**src/rtl/regfile_wb_arbiter.sv**
```systemverilog
// Writeback arbiter for the 32x32 register list: round-robin grant of the single
// write port, registered one-hot write enable/data, and a per-register pending scoreboard.
module regfile_wb_arbiter #(
    parameter int NUM_REQ = 3,
    parameter int DATA_W  = 32,
    parameter int ADDR_W  = 5
) (
    input  logic                        clk,
    input  logic                        clr_n,
    input  logic [NUM_REQ-1:0]          req_valid,
    input  logic [NUM_REQ*ADDR_W-1:0]   req_addr,
    input  logic [NUM_REQ*DATA_W-1:0]   req_data,
    output logic [NUM_REQ-1:0]          req_ready,
    input  logic                        wr_stall,
    input  logic                        pend_set,
    input  logic [ADDR_W-1:0]           pend_addr,
    output logic [(1<<ADDR_W)-1:0]      en_out,
    output logic [DATA_W-1:0]           data_wr,
    output logic [(1<<ADDR_W)-1:0]      pending
);

    localparam int                NUM_REGS  = 1 << ADDR_W;
    localparam int                PTR_W     = $clog2(NUM_REQ);
    localparam logic [PTR_W:0]    NUM_REQ_W = (PTR_W+1)'(NUM_REQ);
    localparam logic [NUM_REGS-1:0] REG0_MASK = {{(NUM_REGS-1){1'b1}}, 1'b0};

    // One-hot decode of a register address; register 0 never produces an enable.
    function automatic logic [NUM_REGS-1:0] reg_onehot(input logic [ADDR_W-1:0] addr);
        logic [NUM_REGS-1:0] vec;
        vec = {{(NUM_REGS-1){1'b0}}, 1'b1} << addr;
        return vec & REG0_MASK;
    endfunction

    logic [PTR_W-1:0]       ptr_r;
    logic [PTR_W-1:0]       ptr_next_s;
    logic [PTR_W-1:0]       pos_s;
    logic [PTR_W-1:0]       gnt_idx_s;
    logic [PTR_W:0]         sum_s;
    logic [PTR_W:0]         inc_s;
    logic [2*NUM_REQ-1:0]   dbl_s;
    logic [NUM_REQ-1:0]     rot_s;
    logic                   gnt_any_s;
    logic [NUM_REQ-1:0]     gnt_vec_s;
    logic [ADDR_W-1:0]      gnt_addr_s;
    logic [DATA_W-1:0]      gnt_data_s;
    logic [NUM_REGS-1:0]    en_r;
    logic [NUM_REGS-1:0]    en_next_s;
    logic [DATA_W-1:0]      data_r;
    logic [NUM_REGS-1:0]    pend_r;
    logic [NUM_REGS-1:0]    pend_next_s;
    logic [NUM_REGS-1:0]    set_vec_s;

    // Round-robin pick: rotate the valid vector so ptr sits at bit 0, take the lowest set bit.
    always_comb begin
        dbl_s = {req_valid, req_valid} >> ptr_r;
        rot_s = dbl_s[NUM_REQ-1:0];
        pos_s = '0;
        for (int k = NUM_REQ - 1; k >= 0; k--) begin
            pos_s = rot_s[k] ? PTR_W'(k) : pos_s;
        end
        sum_s = {1'b0, ptr_r} + {1'b0, pos_s};
        if (sum_s >= NUM_REQ_W) begin
            gnt_idx_s = PTR_W'(sum_s - NUM_REQ_W);
        end else begin
            gnt_idx_s = sum_s[PTR_W-1:0];
        end
        gnt_any_s = (|req_valid) & ~wr_stall & clr_n;
        if (gnt_any_s) begin
            gnt_vec_s = {{(NUM_REQ-1){1'b0}}, 1'b1} << gnt_idx_s;
        end else begin
            gnt_vec_s = '0;
        end
    end

    // Winner's payload, next pointer and next write-enable vector.
    always_comb begin
        gnt_addr_s = req_addr[gnt_idx_s*ADDR_W +: ADDR_W];
        gnt_data_s = req_data[gnt_idx_s*DATA_W +: DATA_W];
        inc_s      = {1'b0, gnt_idx_s} + {{PTR_W{1'b0}}, 1'b1};
        if (inc_s == NUM_REQ_W) begin
            ptr_next_s = '0;
        end else begin
            ptr_next_s = inc_s[PTR_W-1:0];
        end
        if (gnt_any_s) begin
            en_next_s = reg_onehot(gnt_addr_s);
        end else begin
            en_next_s = '0;
        end
    end

    assign req_ready = gnt_vec_s;

    // Arbiter pointer and registered write port; an address-0 grant still rotates ptr.
    always_ff @(posedge clk or negedge clr_n) begin
        if (!clr_n) begin
            ptr_r  <= '0;
            en_r   <= '0;
            data_r <= '0;
        end else if (gnt_any_s) begin
            ptr_r  <= ptr_next_s;
            en_r   <= en_next_s;
            data_r <= gnt_data_s;
        end else begin
            ptr_r  <= ptr_r;
            en_r   <= '0;
            data_r <= data_r;
        end
    end

    // A new issue to the same register outranks the write that retires the older producer.
    always_comb begin
        if (pend_set) begin
            set_vec_s = reg_onehot(pend_addr);
        end else begin
            set_vec_s = '0;
        end
        pend_next_s = ((pend_r & ~en_r) | set_vec_s) & REG0_MASK;
    end

    // Pending scoreboard register.
    always_ff @(posedge clk or negedge clr_n) begin
        if (!clr_n) begin
            pend_r <= '0;
        end else begin
            pend_r <= pend_next_s;
        end
    end

    assign en_out  = en_r;
    assign data_wr = data_r;
    assign pending = pend_r;

endmodule

```
**config.mk**
```make
export PLATFORM = sky130hd
export DESIGN_NAME = regfile_wb_arbiter
export DESIGN_NICKNAME = d
export VERILOG_FILES = /design/src/rtl/regfile_wb_arbiter.sv
export SDC_FILE = /design/constraint.sdc
export NUM_CORES = 1
export LEC_CHECK = 0
export CAP_MARGIN = 0
export CORE_MARGIN = 4
export CORE_UTILIZATION = 40
export CTS_CLUSTER_DIAMETER = 30
export CTS_CLUSTER_SIZE = 10
export DETAILED_ROUTE_END_ITERATION = 6
export PLACE_DENSITY = 0.8
export REMOVE_ABC_BUFFERS = 1
export SYNTH_ARGS = -nofsm -noshare
export SYNTH_HDL_FRONTEND = slang
export SYNTH_SLANG_ARGS = --single-unit
```
**constraint.sdc**
```tcl
create_clock -name clk -period 6 [get_ports clk]
set_clock_uncertainty 0.1 [all_clocks]
set_input_delay 1.2 -clock clk [delete_from_list [all_inputs] [get_ports clk]]
set_output_delay 1.2 -clock clk [all_outputs]
set_load 0.05 [all_outputs]
```
* Yosys cells after proc, flatten, opt, wreduce, memory -nomap -nowiden
Index checks and enable logic that the tools add are counted.
** Storage, ports and cells
- Bits in registers :: 97
- Input bits :: 123
- Output and inout port bits :: 99
- Logic and storage cells :: 31
** Cells by class
- Add/sub/neg operators :: 3
- Multiply operators :: 1
- Order comparisons :: 1
- Eq/ne operators :: 1
- Shifts and indexed selects :: 6
- Multiplexer cells :: 8
- Bitwise gates (word level) :: 6
- Reduce and logical (&&, ||, !) cells :: 1
** Operator list (count)
- 96-bit by 8-bit variable part select with 32-bit output :: 1
- 32-bit two-way mux :: 2
- 1-bit by 5-bit << shifter with 32-bit output (first input constant) :: 2
- 32-bit bitwise AND :: 1
- 32-bit inverter :: 1
- 32-bit bitwise OR :: 1
- 15-bit by 6-bit variable part select with 5-bit output :: 1
- 2-bit two-way mux :: 5
- 6-bit by 2-bit >> shifter with 3-bit output :: 1
- 2-bit by 3-bit multiplier with 5-bit output (second input constant) :: 1
- 2-bit by 1-bit adder with 3-bit output (second input constant) :: 1
- 2-bit by 2-bit adder with 3-bit output :: 1
- 3-bit by 2-bit equality test with 1-bit output (second input constant) :: 1
- 3-bit by 2-bit >= comparator with 1-bit output (second input constant) :: 1
- 3-bit two-way mux :: 1
- 3-bit OR reduction :: 1
- 1-bit by 2-bit << shifter with 3-bit output (first input constant) :: 1
- 1-bit bitwise AND :: 2
- 2-bit subtractor (second input constant) :: 1
- 1-bit inverter :: 1

* Logic depth before layout (Yosys ltp)
Gate-level depths: netlist of run 1.
- Depth after elaboration :: 11
- Depth in mapped cells :: 18
- Gate-level depth less buffers :: 14

* Least setup slack after synthesis of run 1
OpenSTA, ideal clock, no wires.
- Path type :: input to output
- Start :: input req_valid[2]
- End :: output req_ready[2]
- Arrival time :: 3.969 ns
- Data required time :: 4.700 ns
- Slack :: 0.731 ns
- Cell stages on the path :: 13
- Path buffers :: 2
- Path through :: nor3_1 nand2_1 o21ai_0 ha_1 inv_1 fa_1 buf_6 inv_1 ha_1 nand2b_1 a211oi_4 clkbuf_1 and2_1
** On the way
- Word-level cells in the longest chain between the ends :: 9
- Elaborated cells on any way between the ends :: 13
- Those cells by class :: 2 x add/sub; 1 x order compare; 2 x shift; 5 x mux; 2 x bitwise; 1 x reduce/logical
** Ends and longest elaborated chain
- start, declared :: line 10 : input logic [NUM_REQ-1:0] req_valid,
- 6-bit by 2-bit >> shifter with 3-bit output :: line 55 : dbl_s = {req_valid, req_valid} >> ptr_r;
- 2-bit two-way mux (3 in series) :: line 59 : pos_s = rot_s[k] ? PTR_W'(k) : pos_s;
- 2-bit by 2-bit adder with 3-bit output :: line 61 : sum_s = {1'b0, ptr_r} + {1'b0, pos_s};
- 3-bit by 2-bit >= comparator with 1-bit output / 2-bit subtractor (equally long branches) :: line 62, 63
- 2-bit two-way mux :: line 62 : if (sum_s >= NUM_REQ_W) begin
- 1-bit by 2-bit << shifter with 3-bit output :: line 69 : gnt_vec_s = {{(NUM_REQ-1){1'b0}}, 1'b1} << gnt_idx_s;
- 3-bit two-way mux (*) :: line 68 : if (gnt_any_s) begin
- end, declared :: line 13 : output logic [NUM_REQ-1:0] req_ready,
Mark *: on every way between the ends. The rest lies on a longest branch, timed or not.

* Final worst setup path of run 1
- Start :: input req_valid[2]
- End :: output req_ready[0]
The elaborated chain is that of the path after synthesis.

==> summary.txt, run 1 <==
Outcome
  – Outcome: completed

Routing
  – DRC viols: 0
  – DR iter-0 viols: 187
  – Vias post-DR: 4112
  – Ratio of routed vias to standard cells: 5.45
  – Wire per inst: 18.5 um
  – Antenna Nets Post-Route: 0
  – Final WL: 14000 um
  – Drt first pass iters: 5

Global route
  – GRT overflow: 0
  – Total GRT Usage: 21.7%
  – Largest net degree at the start of global routing: 72
  – Vias in the first global route: 4310
  – First-pass GRT wire length: 22000 um
  – Initial antenna violation count: 1

Timing
  – RSZ-0062 raised after global routing: false
  – Setup violations, final: 0
  – Final min period: 5.56 ns
  – Fmax: 0.180 GHz
  – Final hold viol count: 0
  – Worst slew pin tran: 0.844 ns
  – Fin crit share: 92.7%
  – Final hold slack: 0.369 ns
  – Slew headroom: 43.7%
  – Fin. max-slew vios: 0
  – Final setup TNS: 0 ns

Finish
  – NumNets Final: 740
  – Fill cell count: 836
  – Diode count: 0
  – Commonest non-fill, non-tap cell in the layout: clkdlybuf4s50_1
  – Sequential cell area: 2400 um^2
  – Area of the multi-input gates: 1670 um^2
  – Post-synthesis to final-layout area growth: 56.9%
  – Commonest non-fill, non-tap cells in the layout: 215 x clkdlybuf4s50_1, 96 x dfrtp_1, 62 x a22oi_1, 37 x inv_1, 34 x nor2_1
  – Fraction of layout cells with a size suffix above 1: 6.62%

Clocking
  – Clock root cell: clkbuf_8
  – Reg clk slew, reported paths: 0.09 ns
  – Clk sinks: 96
  – Hold buffers post-CTS: 0
  – CTS tree: yes
  – CTS max path bufs: 2
  – CTS resizes: 0
  – CTS buffer count: 9
  – Worst-Skew Late Latency: 0.36 ns
  – CTS H-tree lvls: 3
  – Post-CTS Setup Inserts: 0

Synthesis
  – Sequential area share after synthesis: 55.1%
  – Mapped Cells: 406
  – Ys flop type: dfrtp_1
  – Synth unique cells: 47
  – Number of synthesized flops with an enable pin: 0
  – Asr flop ratio synth: 100%
  – Syn. warnings: 0
  – Syn_area_per_cell: 10.7 um^2
  – Register bit total from synthesis: 96
  – Area of the mapped netlist: 4360 um^2

Setup path
  – CP Class: in2out
  – R2r setup slk: 2.01 ns
  – CP Data Arrival Time: 4.26 ns
  – CP Capture Type: output pin
  – Reg2reg start: ptr_r[0]
  – Worst-path cell chain: clkdlybuf4s50_1, nor3_1, nand2_1, o21ai_0, ha_1, inv_1, fa_1, inv_1, ha_1, nor2b_4, mux2_4, and2_1, buf_12
  – Crit-path max FO: 6
  – CP Launch Type: input port
  – Worst path max stage delay: 0.54 ns
  – Slowest cell on crit path: clkdlybuf4s50_1
  – CP Data Required Time: 4.70 ns
  – Register-to-Register Path Depth: 14
  – Reg2reg end: en_out[29]

Power
  – LEAKAGE: 0.00292 uW
  – PD cells: 603 nW/um^2
  – Maximum vdd ir drop: 0.353 mV

Min path
  – Hold Crit Class: reg2reg
  – Hold depth: 1
  – Hold path start: en_out[5]
  – Worst hold endpoint: pending[5]

Floorplan
  – IO Count: 222
  – Die width: 112 um
  – Die height: 112 um
  – Core area: 10500 um^2
  – Row count: 37
  – Die Area: 12600 um^2
  – Initial core utilization: 41.6%

Job
  – Max-Cap Viols: 0

Placement
  – Routability Congestion: 0.846
  – Detailed placement HPWL: 11000 um
  – Port Buffers: 219
## registers in the layout (all words and copies together), names as in the netlist
signal / cells
data_wr: 32
en_out: 31
ptr_r: 2
pending: 31
## where the power goes
part | internal (uW) | switching [uW]
sequential | 863 | 128
combinational | 969 | 1760
clock | 159 | 242
## area by class of cell
| class | instances | area share (%) |
|---|---|---|
| tap | 136 | 2.49 |
| timing repair buffer | 225 | 33.1 |
| sequential | 96 | 35.1 |
| inverter | 37 | 2.03 |
| multi-input combinational | 245 | 24.5 |
| clock inverter | 7 | 0.915 |
| clock buffer | 9 | 1.81 |
## cells by family after synthesis
logic type	synth area share, %
other	0.0861
adder cells (fa/ha/maj)	1.03
AO/OA/AOI/OAI	24.7
XOR/XNOR	0.201
flip-flops	55.1
AND/OR/NAND/NOR	10.3
buffers and inverters	6.75
multiplexers	1.72
## critical path: cells and delay by family
kind / cells / cell delay [ns]
compound gates: 1 / 0.09
fa+ha+maj: 3 / 1.18
buf+inv: 4 / 0.80
simple gates: 4 / 0.71
mux: 1 / 0.29
## Yosys cell counts (2+ instances only)
library cell  instances  area [um^2]
o21ai_1               5         25.0
nand3_1               5         25.0
buf_6                 3         33.8
o21ai_0              28          140
a22oi_1              62          465
clkbuf_1             12         45.0
a21oi_1               3         15.0
nand3_2               3         30.0
ha_1                  2         25.0
a31oi_1               2         12.5
dfrtp_1              96         2400
nor2_1               34          128
buf_2                 7         35.0
mux2i_1               6         60.1
or2_2                 2         12.5
and2_1                3         18.8
o22ai_1              31          194
nand2_1               9         33.8
nand2b_1              5         31.3
a2111oi_4             3         82.6
a222oi_1              2         20.0
nand4_1               5         31.3
and3_1                2         12.5
a2111o_1              2         22.5
a21o_1                2         15.0
inv_1                37          139
buf_1                 3         11.3
nor2b_1               4         25.0
nor3_1                7         35.0
buf_4                 4         30.0
## per-layer routing
layer / track usage [%] / part of all wire [%]
met5: 0 / 0.093
met4: 6.65 / 2.1
met1: 23.8 / 36
met3: 8.09 / 11
met2: 39.0 / 50
## metrics by stage
step                      total power, uW  area, um^2  setup WS (ns)  cells  util (%)
after global routing                 4370        6840          0.249    755      65.3
after CTS                            4160        6840          0.435    755      65.3
after global placement               3670        6650          0.578    739      63.6
after floorplan                      2820        4210          0.145    378         -
final                                4120        6840          0.437    755      65.3
after detailed placement             3740        6650          0.445    739      63.6
## how the worst max path moves through the flow
stage | end | start
3_3_place_gp | req_ready[0] | req_valid[2]
5_1_grt | req_ready[0] | req_valid[0]
6_report | req_ready[0] | req_valid[2]
3_5_place_dp | req_ready[0] | req_valid[2]
2_1_floorplan | req_ready[1] | req_valid[2]
4_1_cts | req_ready[0] | req_valid[2]
(Power assumes the default switching activity.)
==> inputs of run 2 (changes only) <==
Settings changed: ABC_AREA set to 1, CORE_MARGIN 4 to 2, CORE_UTILIZATION 40 to 41, PLACE_DENSITY 0.8 to 0.82.
==> summary.txt, run 2 <==
Synthesis
  – Synth area leaders: dfrtp_1 54%, nand2_1 13%, nand3_1 5.7%, inv_1 5.0%, o22ai_1 4.2%
  – Top-count cell post-synth: nand2_1
  – Mapped Cells: 524
  – Syn. warnings: 0
  – Number of synthesized flops with an enable pin: 0
  – Ys flop type: dfrtp_1
  – Asr flop ratio synth: 100%
  – Register bit total from synthesis: 96
  – Synth unique cells: 30
  – Area of the mapped netlist: 4460 um^2
  – Synth cell count leaders: 153 x nand2_1, 96 x dfrtp_1, 59 x inv_1, 51 x nand3_1, 39 x nor2_1
  – Post-synth top area cell: dfrtp_1
  – Syn_area_per_cell: 8.51 um^2
  – Sequential area share after synthesis: 53.9%
  – Post-synth top area share: 53.9%

Floorplan
  – Die width: 108 um
  – Die height: 108 um
  – Initial core utilization: 41.5%
  – Die Area: 11700 um^2
  – Core area: 10700 um^2
  – IO Count: 222
  – Row count: 38

Finish
  – Commonest non-fill, non-tap cells in the layout: 215 x clkdlybuf4s50_1, 153 x nand2_1, 96 x dfrtp_1, 59 x inv_1, 51 x nand3_1
  – Fraction of layout cells with a size suffix above 1: 5.76%
  – Commonest non-fill, non-tap cell in the layout: clkdlybuf4s50_1
  – Area of the multi-input gates: 1720 um^2
  – Post-synthesis to final-layout area growth: 57.2%
  – Post-Layout Inst Area: 7010 um^2
  – Max reg flops: 32
  – Sequential cell area: 2400 um^2
  – Diode count: 0
  – NumNets Final: 868
  – Fill cell count: 897

Routing
  – Vias post-DR: 4472
  – Drt first pass iters: 5
  – DR iter-0 viols: 166
  – DRC viols: 0
  – Final WL: 13700 um
  – Ratio of routed vias to standard cells: 5.04
  – Wire per inst: 15.5 um
  – Antenna Nets Post-Route: 0

Setup path
  – CP Data Arrival Time: 4.37 ns
  – CP Class: in2out
  – CP Launch Type: input port
  – Crit-path max FO: 6
  – CP Data Required Time: 4.70 ns
  – Slowest cell on crit path: fa_1
  – Most used cell, CP: inv_1
  – Worst path max stage delay: 0.59 ns
  – Worst-path cell chain: clkdlybuf4s50_1, inv_1, o21ai_0, nand2_1, a22oi_1, ha_1, inv_1, fa_1, inv_1, ha_1, inv_1, nand3_2, a21oi_2, nor2_1, nand2_1, inv_2, buf_12
  – CP Capture Type: output pin

Clocking
  – CTS resizes: 0
  – CTS tree: yes
  – Post-CTS Setup Inserts: 0
  – CTS buffer count: 9
  – CTS max path bufs: 2
  – Clock root cell: clkbuf_8
  – Clk sinks: 96
  – Reg clk slew, reported paths: 0.09 ns
  – CTS H-tree lvls: 3
  – Hold buffers post-CTS: 0
  – Worst-Skew Late Latency: 0.36 ns

Placement
  – Detailed placement HPWL: 10700 um
  – Port Buffers: 219
  – Routability Congestion: 0.907
  – Area after DPL: 6800 um^2
  – Pre-CTS WS: 0.338 ns

Timing
  – Fin crit share: 94.5%
  – Final min period: 5.67 ns
  – Worst slew pin tran: 0.715 ns
  – Final worst setup slack: 0.327 ns
  – RSZ-0062 raised after global routing: false
  – Setup violations, final: 0
  – Slew headroom: 52.3%
  – Final hold slack: 0.355 ns
  – Final hold viol count: 0
  – Fin. max-slew vios: 0
  – Fmax: 0.176 GHz
  – Final setup TNS: 0 ns

Power
  – Total chip power: 4120 uW
  – PD cells: 588 nW/um^2
  – Maximum vdd ir drop: 0.259 mV
  – LEAKAGE: 0.00324 uW

Min path
  – Hold Crit Class: reg2reg

Global route
  – First-pass GRT wire length: 21600 um
  – GRT overflow: 0
  – Vias in the first global route: 4507
  – Total GRT Usage: 23.7%
  – Largest net degree at the start of global routing: 62
  – Initial antenna violation count: 0

Outcome
  – Outcome: completed

Job
  – Max-Cap Viols: 0
-- run 2: cell count changes after synthesis, moves of 9 or more --
cell	before	now
nand2_1	9	153
a22oi_1	62	1
nand3_1	5	51
o21ai_0	28	5
inv_1	37	59
a21boi_0	0	20
a21boi_1	0	9
-- run 2: logic make-up (layout without fill, tap and decap cells) --
kind of cell | count (synthesis) | in the layout | synth area share (%)
AOI/OAI and AO/OA | 69 | 69 | 10.8
adders and majority gates | 3 | 3 | 1.01
and+or+nand+nor | 272 | 272 | 26.7
other | 1 | 2 | 0.0841
DFF | 96 | 96 | 53.9
buffers and inverters | 83 | 305 | 7.52
-- run 2: power by group --
part | internal [uW] | total, uW | leakage, uW | switching (uW)
combinational | 855 | 2680 | 0.00197 | 1830
clock | 208 | 439 | 0.000100 | 231
sequential | 867 | 996 | 0.00117 | 130
total | 1930 | 4120 | 0.00324 | 2190
-- run 2: final cells by class --
class | instances | share of cell area, %
clock buffers | 11 | 2.02
clock inverters | 5 | 0.911
inverters | 65 | 3.48
multi-input cells | 346 | 24.6
flip-flops and latches | 96 | 34.3
well taps | 140 | 2.50
repair buffers | 224 | 32.2
-- run 2: final timing paths --
| kind | start | slack [ns] | depth (start not counted) | to |
|---|---|---|---|---|
| max | req_valid[1] | 0.33 | 17 | req_ready[0] |
| min | en_out[20] | 0.36 | 1 | pending[20] |
| max reg2reg | ptr_r[0] | 2.24 | 18 | data_wr[14] |
| min reg2reg | en_out[20] | 0.36 | 1 | pending[20] |
| max in group asynchronous | clr_n | 4.00 | 2 | en_out[6] |
| min in group asynchronous | clr_n | 0.70 | 1 | en_out[15] |
-- run 2: worst max-delay path: cells and delay by family --
kind                     cells  cell delay [ns]
AO/OA/AOI/OAI                3             0.71
buffers and inverters        7             0.99
AND/OR/NAND/NOR              4             0.44
adder cells (fa/ha/maj)      3             1.01
-- run 2: layer usage --
layer  wire length [um]  vias up  track usage [%]
met5                  0        -                0
met4                318        0             9.16
met3               1080       24             5.55
met2               7070      225             43.4
met1               5280     2094             26.6
li1                   -     2129                -
-- run 2: per-stage QoR --
| step | instances | utilization [%] |
|---|---|---|
| floorplan | 507 | - |
| global placement | 871 | 63.3 |
| detailed placement | 871 | 63.3 |
| CTS | 887 | 65.2 |
| global route | 887 | 65.2 |
| finish | 887 | 65.2 |
==> inputs of run 3 (changes only) <==
Settings changed: SKIP_CTS_REPAIR_TIMING set to 1.
==> results of run 3 <==
Same layout as run 2: the final DEF is identical, and so are final timing and power.
